## src/rtl/axi4_stream_byte_unshift_if.sv

```systemverilog
// AXI4-Stream interface bundle shared by the byte unshift stage and its neighbours.
interface axi4_stream_if #(
  parameter int DATA_WIDTH = 32,
  parameter int ID_WIDTH   = 1,
  parameter int DEST_WIDTH = 1,
  parameter int USER_WIDTH = 1
);
  localparam int KEEP_WIDTH = DATA_WIDTH / 8;

  logic                  tvalid;
  logic                  tready;
  logic [DATA_WIDTH-1:0] tdata;
  logic [KEEP_WIDTH-1:0] tkeep;
  logic [KEEP_WIDTH-1:0] tstrb;
  logic                  tlast;
  logic [ID_WIDTH-1:0]   tid;
  logic [DEST_WIDTH-1:0] tdest;
  logic [USER_WIDTH-1:0] tuser;

  modport master (
    output tvalid, tdata, tkeep, tstrb, tlast, tid, tdest, tuser,
    input  tready
  );

  modport slave (
    input  tvalid, tdata, tkeep, tstrb, tlast, tid, tdest, tuser,
    output tready
  );
endinterface

```

## src/rtl/axi4_stream_byte_unshift.sv

```systemverilog
// Strips the first shift_i bytes of every AXI4-Stream packet and realigns the
// remaining payload to byte lane 0. The shift is locked on each packet head.
// Optional feature macro: AXI4_STREAM_BYTE_UNSHIFT_DROP_CNT_EN adds drop_cnt_o,
// a saturating count of packets that vanished entirely (single beat, m <= s).
//
// state | meaning
// ------+---------------------------------------------------------------
// IDLE  | hold empty, waiting for a packet head
// HOLD  | hold valid mid-packet, output = {input, hold} shifted down
// FLUSH | last fragment sits in hold, emitted alone while input stalls
module axi4_stream_byte_unshift #(
  parameter int DATA_WIDTH     = 32,
  parameter int ID_WIDTH       = 1,
  parameter int DEST_WIDTH     = 1,
  parameter int USER_WIDTH     = 1,
  parameter int DATA_WIDTH_B   = DATA_WIDTH / 8,
  parameter int DATA_WIDTH_B_W = $clog2(DATA_WIDTH_B)
) (
  input  logic                      clk_i,
  input  logic                      rst_n_i,
  input  logic [DATA_WIDTH_B_W-1:0] shift_i,
  axi4_stream_if.slave              pkt_i,
  axi4_stream_if.master             pkt_o
`ifdef AXI4_STREAM_BYTE_UNSHIFT_DROP_CNT_EN
  ,
  output logic [15:0]               drop_cnt_o
`endif
);

  // Byte counts go up to 2*B (t = B - s + m), so two extra bits are enough.
  localparam int CW = DATA_WIDTH_B_W + 2;
  localparam logic [CW-1:0] B_C = CW'(DATA_WIDTH_B);

  typedef enum logic [1:0] {IDLE, HOLD, FLUSH} state_t;

  state_t                    state_q, state_d;
  logic [DATA_WIDTH-1:0]     hold_q;
  logic [DATA_WIDTH_B_W-1:0] s_lock_q;
  logic [CW-1:0]             rem_q, rem_d;
  logic [ID_WIDTH-1:0]       tid_q;
  logic [DEST_WIDTH-1:0]     tdest_q;
  logic [USER_WIDTH-1:0]     tuser_q;

  logic [CW-1:0]             in_m;
  logic [CW-1:0]             in_t;
  logic [CW-1:0]             s_lock_ext;
  logic [CW-1:0]             shift_ext;
  logic [DATA_WIDTH-1:0]     join_data;
  logic [DATA_WIDTH-1:0]     flush_data;
  logic                      load_hold;
  logic                      lock_head;
  logic                      drop_pkt;

  function automatic logic [DATA_WIDTH_B-1:0] ones(input logic [CW-1:0] n);
    logic [DATA_WIDTH_B-1:0] mask;
    mask = '0;
    for (int i = 0; i < DATA_WIDTH_B; i++) begin
      mask[i] = (CW'(i) < n);
    end
    return mask;
  endfunction

  assign s_lock_ext = {2'b00, s_lock_q};
  assign shift_ext  = {2'b00, shift_i};
  assign in_t       = B_C - s_lock_ext + in_m;

  // Valid byte count of the incoming beat (tkeep is contiguous from lane 0).
  always_comb begin
    in_m = '0;
    for (int i = 0; i < DATA_WIDTH_B; i++) begin
      in_m = in_m + {{(CW-1){1'b0}}, pkt_i.tkeep[i]};
    end
  end

  // Byte-lane realignment: mid-packet words splice hold with the new beat,
  // the flush word uses hold alone.
  always_comb begin
    join_data  = '0;
    flush_data = '0;
    for (int i = 0; i < DATA_WIDTH_B; i++) begin
      if (i + int'(s_lock_q) < DATA_WIDTH_B) begin
        join_data[8*i +: 8]  = hold_q[8*(i + int'(s_lock_q)) +: 8];
        flush_data[8*i +: 8] = hold_q[8*(i + int'(s_lock_q)) +: 8];
      end else begin
        join_data[8*i +: 8]  = pkt_i.tdata[8*(i + int'(s_lock_q) - DATA_WIDTH_B) +: 8];
      end
    end
  end

  // State register.
  always_ff @(posedge clk_i or negedge rst_n_i) begin
    if (!rst_n_i) state_q <= IDLE;
    else          state_q <= state_d;
  end

  // Next-state, handshake and output decode.
  always_comb begin
    state_d       = state_q;
    rem_d         = rem_q;
    load_hold     = 1'b0;
    lock_head     = 1'b0;
    drop_pkt      = 1'b0;
    pkt_i.tready  = 1'b0;
    pkt_o.tvalid  = 1'b0;
    pkt_o.tdata   = '0;
    pkt_o.tkeep   = '0;
    pkt_o.tlast   = 1'b0;
    unique case (state_q)
      IDLE: begin
        pkt_i.tready = 1'b1;
        if (pkt_i.tvalid) begin
          load_hold = 1'b1;
          lock_head = 1'b1;
          if (!pkt_i.tlast) begin
            state_d = HOLD;
          end else if (in_m > shift_ext) begin
            state_d = FLUSH;
            rem_d   = in_m - shift_ext;
          end else begin
            drop_pkt = 1'b1;
          end
        end
      end
      HOLD: begin
        pkt_i.tready = pkt_o.tready;
        pkt_o.tvalid = pkt_i.tvalid;
        pkt_o.tdata  = join_data;
        pkt_o.tkeep  = '1;
        // A short tail that fits in this word closes the packet right here.
        if (pkt_i.tlast && (in_t <= B_C)) begin
          pkt_o.tkeep = ones(in_t);
          pkt_o.tlast = 1'b1;
        end
        if (pkt_i.tvalid && pkt_o.tready) begin
          if (!pkt_i.tlast) begin
            load_hold = 1'b1;
          end else if (in_t <= B_C) begin
            state_d = IDLE;
          end else begin
            load_hold = 1'b1;
            rem_d     = in_m - s_lock_ext;
            state_d   = FLUSH;
          end
        end
      end
      FLUSH: begin
        pkt_o.tvalid = 1'b1;
        pkt_o.tdata  = flush_data;
        pkt_o.tkeep  = ones(rem_q);
        pkt_o.tlast  = 1'b1;
        if (pkt_o.tready) state_d = IDLE;
      end
      default: state_d = IDLE;
    endcase
  end

  assign pkt_o.tstrb = pkt_o.tkeep;
  assign pkt_o.tid   = tid_q;
  assign pkt_o.tdest = tdest_q;
  assign pkt_o.tuser = tuser_q;

  // Hold word, locked shift, flush remainder and per-packet sideband.
  always_ff @(posedge clk_i or negedge rst_n_i) begin
    if (!rst_n_i) begin
      hold_q   <= '0;
      s_lock_q <= '0;
      rem_q    <= '0;
      tid_q    <= '0;
      tdest_q  <= '0;
      tuser_q  <= '0;
    end else begin
      rem_q <= rem_d;
      if (load_hold) hold_q <= pkt_i.tdata;
      if (lock_head) begin
        s_lock_q <= shift_i;
        tid_q    <= pkt_i.tid;
        tdest_q  <= pkt_i.tdest;
        tuser_q  <= pkt_i.tuser;
      end
    end
  end

`ifdef AXI4_STREAM_BYTE_UNSHIFT_DROP_CNT_EN
  // Saturating count of packets swallowed whole by the shift.
  always_ff @(posedge clk_i or negedge rst_n_i) begin
    if (!rst_n_i)                          drop_cnt_o <= '0;
    else if (drop_pkt && drop_cnt_o != '1) drop_cnt_o <= drop_cnt_o + 16'd1;
  end
`else
  logic drop_unused;
  assign drop_unused = drop_pkt;
`endif

endmodule

```

## src/flat_wrapper.sv

```systemverilog
// flat-port wrapper written by rule: the top's interface ports become plain ports
module axi4_stream_byte_unshift_flat 
#(
  parameter int DATA_WIDTH     = 32,
  parameter int ID_WIDTH       = 1,
  parameter int DEST_WIDTH     = 1,
  parameter int USER_WIDTH     = 1,
  parameter int DATA_WIDTH_B   = DATA_WIDTH / 8,
  parameter int DATA_WIDTH_B_W = $clog2(DATA_WIDTH_B)
)
  (clk_i, rst_n_i, shift_i, pkt_i_tvalid, pkt_i_tdata, pkt_i_tkeep, pkt_i_tstrb, pkt_i_tlast, pkt_i_tid, pkt_i_tdest, pkt_i_tuser, pkt_i_tready, pkt_o_tvalid, pkt_o_tdata, pkt_o_tkeep, pkt_o_tstrb, pkt_o_tlast, pkt_o_tid, pkt_o_tdest, pkt_o_tuser, pkt_o_tready);
  axi4_stream_if #(.DATA_WIDTH(DATA_WIDTH), .ID_WIDTH(ID_WIDTH), .DEST_WIDTH(DEST_WIDTH), .USER_WIDTH(USER_WIDTH)) pkt_i_i ();
  axi4_stream_if #(.DATA_WIDTH(DATA_WIDTH), .ID_WIDTH(ID_WIDTH), .DEST_WIDTH(DEST_WIDTH), .USER_WIDTH(USER_WIDTH)) pkt_o_i ();
  input  logic clk_i;
  input  logic rst_n_i;
  input  logic [DATA_WIDTH_B_W-1:0] shift_i;
  input wire logic [$bits(pkt_i_i.tvalid)-1:0] pkt_i_tvalid;
  input wire logic [$bits(pkt_i_i.tdata)-1:0] pkt_i_tdata;
  input wire logic [$bits(pkt_i_i.tkeep)-1:0] pkt_i_tkeep;
  input wire logic [$bits(pkt_i_i.tstrb)-1:0] pkt_i_tstrb;
  input wire logic [$bits(pkt_i_i.tlast)-1:0] pkt_i_tlast;
  input wire logic [$bits(pkt_i_i.tid)-1:0] pkt_i_tid;
  input wire logic [$bits(pkt_i_i.tdest)-1:0] pkt_i_tdest;
  input wire logic [$bits(pkt_i_i.tuser)-1:0] pkt_i_tuser;
  output wire logic [$bits(pkt_i_i.tready)-1:0] pkt_i_tready;
  output wire logic [$bits(pkt_o_i.tvalid)-1:0] pkt_o_tvalid;
  output wire logic [$bits(pkt_o_i.tdata)-1:0] pkt_o_tdata;
  output wire logic [$bits(pkt_o_i.tkeep)-1:0] pkt_o_tkeep;
  output wire logic [$bits(pkt_o_i.tstrb)-1:0] pkt_o_tstrb;
  output wire logic [$bits(pkt_o_i.tlast)-1:0] pkt_o_tlast;
  output wire logic [$bits(pkt_o_i.tid)-1:0] pkt_o_tid;
  output wire logic [$bits(pkt_o_i.tdest)-1:0] pkt_o_tdest;
  output wire logic [$bits(pkt_o_i.tuser)-1:0] pkt_o_tuser;
  input wire logic [$bits(pkt_o_i.tready)-1:0] pkt_o_tready;
  assign pkt_i_i.tvalid = pkt_i_tvalid;
  assign pkt_i_i.tdata = pkt_i_tdata;
  assign pkt_i_i.tkeep = pkt_i_tkeep;
  assign pkt_i_i.tstrb = pkt_i_tstrb;
  assign pkt_i_i.tlast = pkt_i_tlast;
  assign pkt_i_i.tid = pkt_i_tid;
  assign pkt_i_i.tdest = pkt_i_tdest;
  assign pkt_i_i.tuser = pkt_i_tuser;
  assign pkt_i_tready = pkt_i_i.tready;
  assign pkt_o_tvalid = pkt_o_i.tvalid;
  assign pkt_o_tdata = pkt_o_i.tdata;
  assign pkt_o_tkeep = pkt_o_i.tkeep;
  assign pkt_o_tstrb = pkt_o_i.tstrb;
  assign pkt_o_tlast = pkt_o_i.tlast;
  assign pkt_o_tid = pkt_o_i.tid;
  assign pkt_o_tdest = pkt_o_i.tdest;
  assign pkt_o_tuser = pkt_o_i.tuser;
  assign pkt_o_i.tready = pkt_o_tready;
  axi4_stream_byte_unshift #(.DATA_WIDTH(DATA_WIDTH), .ID_WIDTH(ID_WIDTH), .DEST_WIDTH(DEST_WIDTH), .USER_WIDTH(USER_WIDTH), .DATA_WIDTH_B(DATA_WIDTH_B), .DATA_WIDTH_B_W(DATA_WIDTH_B_W)) u_core (.clk_i(clk_i), .rst_n_i(rst_n_i), .shift_i(shift_i), .pkt_i(pkt_i_i), .pkt_o(pkt_o_i));
endmodule
```

## config.mk

```make
export PLATFORM = sky130hd
export DESIGN_NAME = axi4_stream_byte_unshift_flat
export DESIGN_NICKNAME = d
export VERILOG_FILES = /design/src/rtl/axi4_stream_byte_unshift_if.sv /design/src/rtl/axi4_stream_byte_unshift.sv /design/src/flat_wrapper.sv
export SDC_FILE = /design/constraint.sdc
export NUM_CORES = 1
export LEC_CHECK = 0
export CAP_MARGIN = 20
export CORE_MARGIN = 5
export CORE_UTILIZATION = 40
export CTS_BUF_LIST = sky130_fd_sc_hd__clkbuf_8
export DETAILED_ROUTE_END_ITERATION = 12
export PLACE_DENSITY_LB_ADDON = 0.08
export SLEW_MARGIN = 20
export SYNTH_ARGS = -nofsm -noshare
export SYNTH_HDL_FRONTEND = slang
export SYNTH_SLANG_ARGS = --single-unit
```

## constraint.sdc

```tcl
create_clock -name clk_i -period 5.9 [get_ports clk_i]
set_clock_uncertainty 0.2 [all_clocks]
set_input_delay 1.18 -clock clk_i [delete_from_list [all_inputs] [get_ports clk_i]]
set_output_delay 1.18 -clock clk_i [all_outputs]
set_load 0.02 [all_outputs]
```

Word level (Yosys, flattened, before mapping)
Cells that the tools add are included.

Shift-type cells: 8. Add/subtract/negate cells: 14. Equal/unequal tests: 10. Reductions and logical operators: 6. $lt $le $gt $ge: 14. Multiplexer cells: 36.

Operators with widths (number): 32-bit by 32-bit variable part select with 8-bit output (7); 32-bit by 4-bit < comparator with 1-bit output, second input constant (3); 29-bit by 4-bit subtractor with 29-bit output, second input constant (3); 8-bit two-way mux (8); 32-bit one-hot mux with 2 select lines (1); 32-bit by 6-bit variable part select with 8-bit output (1); 4-bit two-way mux (7); 1-bit by 4-bit < comparator with 1-bit output, first input constant (4); 2-bit by 4-bit < comparator with 1-bit output, first input constant (4); 4-bit one-hot mux with 2 select lines (2); 2-bit two-way mux (7); 2-bit != test, second input constant (5); 4-bit by 1-bit adder with 4-bit output (2); 1-bit one-hot mux with 2 select lines (4); 4-bit by 2-bit subtractor with 4-bit output (2); 7-bit AND reduction (1); 2-bit by 2-bit adder with 3-bit output, first input constant (2); 1-bit two-way mux (6); 2-bit one-hot mux with 3 select lines (1); 5-bit AND reduction (1); 4-bit adder (1); 4-bit by 2-bit > comparator with 1-bit output (1); 4-bit by 3-bit <= comparator with 1-bit output, second input constant (1); 2-bit by 1-bit != test with 1-bit output, second input constant (2); other kinds (11) (12).

Bits in registers: 43. Output and inout port bits: 46. Bits of input ports: 50.

Logic depth before layout (Yosys ltp)
Gate-level depths: netlist (run 1).

Depth after elaboration: 9. Gate-level depth with buffers: 12.

Least setup slack after synthesis (run 1)
OpenSTA, ideal clock, no wires.

Path type: input port to output port. Start: input port pkt_i_tkeep[0]. End: output port pkt_o_tstrb[0]. Buffers on the path: 1. Slack: 657 ps. Cell stages on the path: 10. Arrival time: 3863 ps. Data required time: 4520 ps. Cell sequence: ha_1 > fa_1 > inv_1 > fa_1 > inv_1 > ha_1 > ha_1 > o31ai_1 > a41oi_1 > buf_4.

Word-level cells in the longest chain between the ends: 8. Elaborated cells between the ends (all ways): 9. Classes of those cells: add/sub: 4; order compare: 2; mux: 2; reduce/logical: 1.

Ends and longest elaborated chain: from (decl) (line flat_wrapper.sv:19) `input wire logic [$bits(pkt_i_i.tkeep)-1:0] pkt_i_tkeep;`; 1-bit by 1-bit adder with 2-bit output * (line axi4_stream_byte_unshift.sv:71) `in_m = in_m + {{(CW-1){1'b0}}, pkt_i.tkeep[i]};`; 4-bit by 1-bit adder with 4-bit output * (2 in series) (line axi4_stream_byte_unshift.sv:71); 4-bit adder * (line axi4_stream_byte_unshift.sv:65) `assign in_t = B_C - s_lock_ext + in_m;`; 4-bit by 3-bit <= comparator with 1-bit output (line axi4_stream_byte_unshift.sv:130) `if (pkt_i.tlast && (in_t <= B_C)) begin`; 1-bit logical AND (line axi4_stream_byte_unshift.sv:130); 4-bit two-way mux * (line axi4_stream_byte_unshift.sv:130); 4-bit one-hot mux with 2 select lines * (line axi4_stream_byte_unshift.sv:108) `unique case (state_q)`; to (decl) (line flat_wrapper.sv:29) `output wire logic [$bits(pkt_o_i.tstrb)-1:0] pkt_o_tstrb;`.

Every way passes the cells marked *; elsewhere a longest branch is shown, timed or not.

Worst setup path in the final report (run 1)
Start: input port pkt_i_tkeep[0]. End: output port pkt_o_tkeep[0].

Word-level cells in the longest chain between the ends: 8. Elaborated cells between the ends (all ways): 9. Classes of those cells: add/sub: 4; order compare: 2; mux: 2; reduce/logical: 1.

Ends and longest elaborated chain: 1-bit by 1-bit adder with 2-bit output * (line axi4_stream_byte_unshift.sv:71); 4-bit by 1-bit adder with 4-bit output * (2 in series) (line axi4_stream_byte_unshift.sv:71); 4-bit adder * (line axi4_stream_byte_unshift.sv:65); 4-bit by 3-bit <= comparator with 1-bit output (line axi4_stream_byte_unshift.sv:130); 1-bit logical AND (line axi4_stream_byte_unshift.sv:130); 4-bit two-way mux * (line axi4_stream_byte_unshift.sv:130); 4-bit one-hot mux with 2 select lines * (line axi4_stream_byte_unshift.sv:108); to (decl) (line flat_wrapper.sv:28) `output wire logic [$bits(pkt_o_i.tkeep)-1:0] pkt_o_tkeep;`.

Marked as above.

==> run_results.csv, run 1 <==
group,metric,value,unit
floorplanning,core-area,0.00876,mm²
detailed_routing,routed_wl,9860,µm
placed_design,place_ws,-0.0445,ns
critical_path,rr_worst_depth,10,
logic_synthesis,synth_seq_area_share,29.7,%
power,swShare,43.7,%
critical_path,worstSetupStartpointType,"primary input",
cts,cts_tree,"yes",
hold_path,hp-start,"u_core.hold_q[3]$_DFFE_PN0P_",
logic_synthesis,synth_nets,389,
power,power_frac_clock,7.7,%
layout,finalNetCount,469,
hold_path,whs_path_depth,1,
power,p_int,1530,µW
floorplanning,die_y,105,µm
hold_path,hold_end,"u_core.hold_q[3]$_DFFE_PN0P_",
cts,cts-buffers-inserted,5,
floorplanning,die_area,0.0111,mm²
cts,cts_sinks,43,
logic_synthesis,synth_largest_area_cell,"dfrtp_1",
logic_synthesis,synth_area_leaders,"dfrtp_1, mux2_4, mux4_2",
cts,insertion_delay,0.29,ns
layout,area_delta_synth_final,29.5,%
layout,drive_gt1_share,19.9,%
cts,hold_buffers,0,
detailed_routing,drtAntennaViolNets,0,
critical_path,crit_path_max_fanout,4,
global_route,antenna_found_initial,0,
floorplanning,pin_count,96,
power,p_leak,0.00202,µW
status,status,"finished clean",
logic_synthesis,synthTopCellsByCount,"dfrtp_1, mux2_4, nor2_1",
critical_path,crit_chain,"clkdlybuf4s50_1 > ha_1 > fa_1 > inv_1 > fa_1 > inv_1 > ha_1 > ha_1 > o31ai_1 > buf_4 > a41oi_1 > dlygate4sd2_1",
placed_design,io_buffers,91,
global_route,grt_pass1_wl,16000,µm
logic_synthesis,synth_edf_count,0,
critical_path,worstSetupEndpointType,"output port",
critical_path,r2r_setup_slack,2.77,ns
run,drv_cap,0,
critical_path,cpMostUsedCell,"ha_1",
logic_synthesis,async_reset_ff_share,100,%
critical_path,arrival,4.34,ns
power,peakVddDrop,0.000264,V
sta,drv_slew,0,
detailed_routing,drt_iter0_drc,90,
critical_path,cp.required,4.52,ns
floorplanning,start_util,41.4,%
critical_path,critPathKind,"primary input to output port",
layout,seqCellArea,0.00108,mm²
sta,rsz0062_at_grt,"false",
floorplanning,die_w,105,µm
power,power.density,577,mW/mm²
power,p_seq_share,20.9,%
logic_synthesis,synth_cell_types,43,
logic_synthesis,synth_most_common_cell,"dfrtp_1",
logic_synthesis,synth_top_area_share,29.7,%
sta,setup-violations-final,0,
global_route,overflow,0,
critical_path,critPathSlowestCell,"fa_1",
cts,path_clk_slew,0.08,ns
power,share_comb_of_total_power,71.4,%
layout,multi_input_area,0.00234,mm²
sta,period_minus_slack,5.72,ns
layout,fillCellCount,799,
layout,antennaDiodeCount,0,
sta,worst_pin_slew,0.893,ns
sta,worst_slack,0.175,ns
cts,root_buffer,"clkbuf_8",
placed_design,hpwlAfterDp,6990,µm
detailed_routing,drc_errors,0,
cts,cts.path.max_buffers,2,
sta,max_slew_margin,40.3,%
global_route,grt_pass1_vias,2995,
sta,post-route-period-util,97.0,%
critical_path,cpPeakStageDelay,0.44,ns
sta,timing_hold_violations_final,0,
detailed_routing,wl_per_cell,19.3,µm
critical_path,cp_num_buf_inv,5,
global_route,globalRouteTotalUtil,17.6,%
floorplanning,num_rows,34,
critical_path,r2r-start,"u_core.s_lock_q[0]$_DFFE_PN0P_",
detailed_routing,num_vias,2869,
logic_synthesis,syn_inst,321,
detailed_routing,vias_per_cell,5.63,
power,p_switching,1190,µW
detailed_routing,dr.pass1.iters,4,
logic_synthesis,yosysWarnings,0,
cts,h-tree-depth,2,
placed_design,place.gp.congestion,0.773,
logic_synthesis,syn_area,0.00363,mm²
global_route,grt_max_degree,44,
hold_path,hp-class,"flop to flop",
logic_synthesis,synth-main-ff-cell,"dfrtp_1",
sta,timing.fmax,0.175,GHz
critical_path,critical_path.reg2reg.endpoint,"u_core.hold_q[1]$_DFFE_PN0P_",
logic_synthesis,syn_avg_cell_area,11.3,µm²
logic_synthesis,synth_seq_cells,43,
critical_path,critical_path.top_delay_family,"adder cells",
sta,worst_hold_slack,0.307,ns
==> layout by cell type, fill, tap and decap left out, types with 8 or more instances in the layout <==
cell type / n
clkdlybuf4s50_1: 81
dfrtp_1: 42
nor2_1: 30
mux2_4: 30
mux2i_1: 25
a211oi_1: 18
inv_1: 17
mux4_2: 16
a2bb2oi_1: 16
ha_1: 13
mux2_2: 11
nor2b_1: 10
o22a_1: 9
a22oi_1: 8
nand2_1: 8
o21ai_0: 8
==> worst reg2reg max path, cell delays in order (launching register included) <==
cell,delay (ns)
dfrtp_2,0.36
buf_4,0.39
ha_1,0.24
inv_1,0.06
fa_1,0.49
nand2b_1,0.21
a211oi_4,0.09
buf_4,0.15
o21ai_4,0.16
buf_12,0.27
mux2_2,0.40
==> cell families (layout without fill, tap and decap cells) <==
family / count (synthesis) / in the layout / share of synthesized area, %
AO/OA/AOI/OAI: 76 / 76 / 16.6
multiplexers: 82 / 82 / 32.7
XOR/XNOR: 1 / 1 / 0.241
flip-flops: 43 / 43 / 29.7
buffers and inverters: 43 / 124 / 6.03
adder cells (fa/ha/maj): 18 / 18 / 7.24
AND/OR/NAND/NOR: 58 / 58 / 7.62
==> what timing repair did <==
item	in CTS	in global routing
pin swaps	0	0
endpoints found under the setup margin	4	5
setup buffers	0	0
gates resized for setup	4	5
==> power by group through the flow <==
stage / logic (µW) / clock network [µW] / registers [µW]
2_1_floorplan: 1430 / 0 / 547
3_3_place_gp: 1940 / 0 / 566
3_5_place_dp: 1960 / 0 / 570
4_1_cts: 1950 / 214 / 565
5_1_grt: 2090 / 225 / 587
6_report: 1940 / 208 / 567
==> worst max-delay path by stage <==
| stage | from | end | slack (ns) | depth (start not counted) |
|---|---|---|---|---|
| 2_1_floorplan | pkt_i_tkeep[0] | pkt_o_tstrb[0] | 0.66 | 10 |
| 4_1_cts | pkt_i_tkeep[0] | pkt_o_tkeep[2] | 0.003 | 12 |
| 5_1_grt | pkt_i_tkeep[0] | pkt_o_tkeep[0] | 0.06 | 12 |
| 3_5_place_dp | pkt_i_tkeep[0] | pkt_o_tstrb[0] | -0.04 | 12 |
| 3_3_place_gp | pkt_i_tkeep[0] | pkt_o_tkeep[0] | 0.002 | 12 |
| 6_report | pkt_i_tkeep[0] | pkt_o_tkeep[0] | 0.18 | 12 |
==> metrics by stage <==
stage,total power (µW),instance area (µm²),setup TNS (ns),utilization [%],cells
after floorplan,1980,3630,0,-,321
after CTS,2730,4680,0,53.4,510
after detailed placement,2530,4590,-0.0929,52.4,502
final,2710,4700,0,53.6,510
after global placement,2500,4590,0,52.4,502
after global routing,2900,4700,0,53.6,510
==> area by class of cell <==
type	count	share of cell area, %
timing repair buffer	99	21.0
clock inverter	1	0.0799
multi-input combinational	235	49.7
inverter	17	1.36
tap	108	2.88
clock buffer	7	2.05
sequential	43	22.9
==> state kept, by name, indices dropped and copies added (netlist names) <==
| name | flops |
|---|---|
| u_core.pkt_o.tid | 1 |
| u_core.rem_q | 4 |
| u_core.s_lock_q | 2 |
| u_core.pkt_o.tuser | 1 |
| u_core.hold_q | 32 |
| u_core.pkt_o.tdest | 1 |
| u_core.state_q | 2 |
==> metal layers <==
layer	vias up	share of wire (%)	wire (µm)	global-route usage, %
met2	99	45	4430	26.0
met3	7	6.8	670	4.65
met1	1407	48	4690	25.9
li1	1356	-	-	-
met4	0	0.75	74	3.65
met5	-	0	0	0
Note: power is estimated with default switching activity, not from simulation.
==> run 2: changes to the inputs <==
--- a/config.mk
+++ b/config.mk
@@ -7,7 +7,7 @@
 export LEC_CHECK = 0
 export CAP_MARGIN = 20
 export CORE_MARGIN = 5
-export CORE_UTILIZATION = 40
+export CORE_UTILIZATION = 35
 export CTS_BUF_LIST = sky130_fd_sc_hd__clkbuf_8
 export DETAILED_ROUTE_END_ITERATION = 12
 export PLACE_DENSITY_LB_ADDON = 0.08
==> run_results.csv, run 2 (same netlist as run 1, synthesis figures left out) <==
group,metric,value,unit
status,status,"finished clean",
detailed_routing,routed_wl,10200,µm
detailed_routing,drc_errors,0,
detailed_routing,drt_iter0_drc,97,
layout,antennaDiodeCount,0,
layout,largest_reg_flops,32,
placed_design,io_buffers,91,
sta,tns,0,ns
sta,timing.fmax,0.177,GHz
sta,post-route-period-util,95.7,%
sta,drv_slew,0,
critical_path,arrival,4.27,ns
layout,area_delta_synth_final,30.3,%
placed_design,place_ws,-0.0100,ns
sta,period_minus_slack,5.65,ns
sta,worst_hold_slack,0.308,ns
global_route,grt_max_degree,44,
cts,insertion_delay,0.30,ns
layout,finalNetCount,468,
power,p_leak,0.00203,µW
detailed_routing,num_vias,2878,
floorplanning,die_area,0.0125,mm²
floorplanning,pin_count,96,
floorplanning,core-area,0.0102,mm²
hold_path,hp-class,"flop to flop",
critical_path,worstSetupStartpointType,"primary input",
layout,drive_gt1_share,19.7,%
cts,root_buffer,"clkbuf_8",
detailed_routing,drtAntennaViolNets,0,
global_route,grt_busiest_layer,"met2",
floorplanning,die_y,112,µm
global_route,globalRouteTotalUtil,16.4,%
critical_path,worstSetupEndpointType,"output port",
layout,largest-register,"u_core.hold_q",
critical_path,critical_path.top_delay_family,"adder cells",
placed_design,placed_cell_area,0.00462,mm²
cts,cts_sinks,43,
cts,hold_buffers,0,
detailed_routing,vias_per_cell,5.36,
floorplanning,num_rows,37,
run,drv_cap,0,
critical_path,critPathKind,"primary input to output port",
sta,worst_slack,0.252,ns
power,power.density,573,mW/mm²
cts,cts_tree,"yes",
floorplanning,die_w,112,µm
layout,fillCellCount,973,
critical_path,crit_chain,"clkdlybuf4s50_1 > ha_1 > fa_1 > inv_1 > fa_1 > inv_1 > ha_1 > ha_1 > o31ai_2 > buf_4 > a31oi_1 > dlygate4sd2_1",
detailed_routing,wl_per_cell,18.9,µm
global_route,use_met1,22.7,%
global_route,overflow,0,
layout,biggestRegsByFlops,"u_core.hold_q (32), u_core.rem_q (4)",
cts,cts.path.max_buffers,2,
global_route,grt_use_met2,27.0,%
cts,h-tree-depth,2,
critical_path,critPathSlowestCell,"fa_1",
detailed_routing,dr.pass1.iters,4,
cts,path_clk_slew,0.07,ns
cts,cts-buffers-inserted,5,
sta,worst_pin_slew,1.04,ns
sta,setup-violations-final,0,
global_route,met3_usage,2.88,%
placed_design,hpwlAfterDp,7270,µm
layout,design_area,0.00473,mm²
critical_path,cpMostUsedCell,"ha_1",
power,peakVddDrop,0.000303,V
layout,final_common_cell,"clkdlybuf4s50_1",
floorplanning,start_util,35.5,%
critical_path,cpPeakStageDelay,0.44,ns
global_route,antenna_found_initial,0,
global_route,grt_pass1_vias,3090,
critical_path,cp_num_buf_inv,5,
sta,rsz0062_at_grt,"false",
critical_path,crit_path_max_fanout,4,
sta,max_slew_margin,30.3,%
layout,layout_common_cells,"clkdlybuf4s50_1, dfrtp_1, nor2_1, mux2_4, mux2i_1",
global_route,grt_pass1_wl,16600,µm
sta,timing_hold_violations_final,0,
placed_design,place.gp.congestion,0.834,
cts,post-cts-setup-buffer-count,0,
critical_path,cp.required,4.52,ns
run 2: metrics by stage:
stage | cells | utilization [%] | power [µW]
floorplan | 321 | - | 1980
global placement | 529 | 45.1 | 2520
detailed placement | 529 | 45.1 | 2530
CTS | 537 | 46.0 | 2740
global route | 537 | 46.2 | 2910
finish | 537 | 46.2 | 2710
run 2: cell type report:
cell class / instances / area (µm²) / share of cell area (%)
clock inverters: 2 / 8.76 / 0.185
multi-input cells: 235 / 2340 / 49.4
repair buffers: 98 / 988 / 20.9
flip-flops and latches: 43 / 1080 / 22.8
well taps: 136 / 170 / 3.60
inverters: 17 / 63.8 / 1.35
clock buffers: 6 / 82.6 / 1.75
run 2: final timing paths:
| check | start | endpoint | slack [ns] | cells past startpoint |
|---|---|---|---|---|
| worst max-delay path | pkt_i_tkeep[0] | pkt_o_tstrb[1] | 0.25 | 12 |
| worst min-delay path | u_core.hold_q[3]$_DFFE_PN0P_ | u_core.hold_q[3]$_DFFE_PN0P_ | 0.31 | 1 |
| worst max register to register | u_core.s_lock_q[0]$_DFFE_PN0P_ | u_core.hold_q[0]$_DFFE_PN0P_ | 2.44 | 9 |
| worst min register to register | u_core.hold_q[3]$_DFFE_PN0P_ | u_core.hold_q[3]$_DFFE_PN0P_ | 0.31 | 1 |
| max in group asynchronous | rst_n_i | u_core.s_lock_q[0]$_DFFE_PN0P_ | 4.42 | 1 |
| min in group asynchronous | rst_n_i | u_core.s_lock_q[1]$_DFFE_PN0P_ | 0.67 | 1 |
run 2: power breakdown:
| group | switching, µW | internal [µW] | total (µW) |
|---|---|---|---|
| Sequential | 150 | 446 | 596 |
| Combinational | 940 | 978 | 1920 |
| Clock | 101 | 92.8 | 194 |
| Total | 1190 | 1520 | 2710 |
run 2: what timing repair did:
action | in CTS | in global routing
gates cloned | 0 | 0
setup endpoints to repair | 2 | 7
pin swaps | 0 | 0
resized for setup | 2 | 8
run 2: routing by layer:
metal,part of all wire [%],wire length (µm),vias to the layer above
met5,0,0,-
met4,1.0,102,0
met3,4.4,449,7
met2,47,4820,82
met1,47,4800,1432
li1,-,-,1357
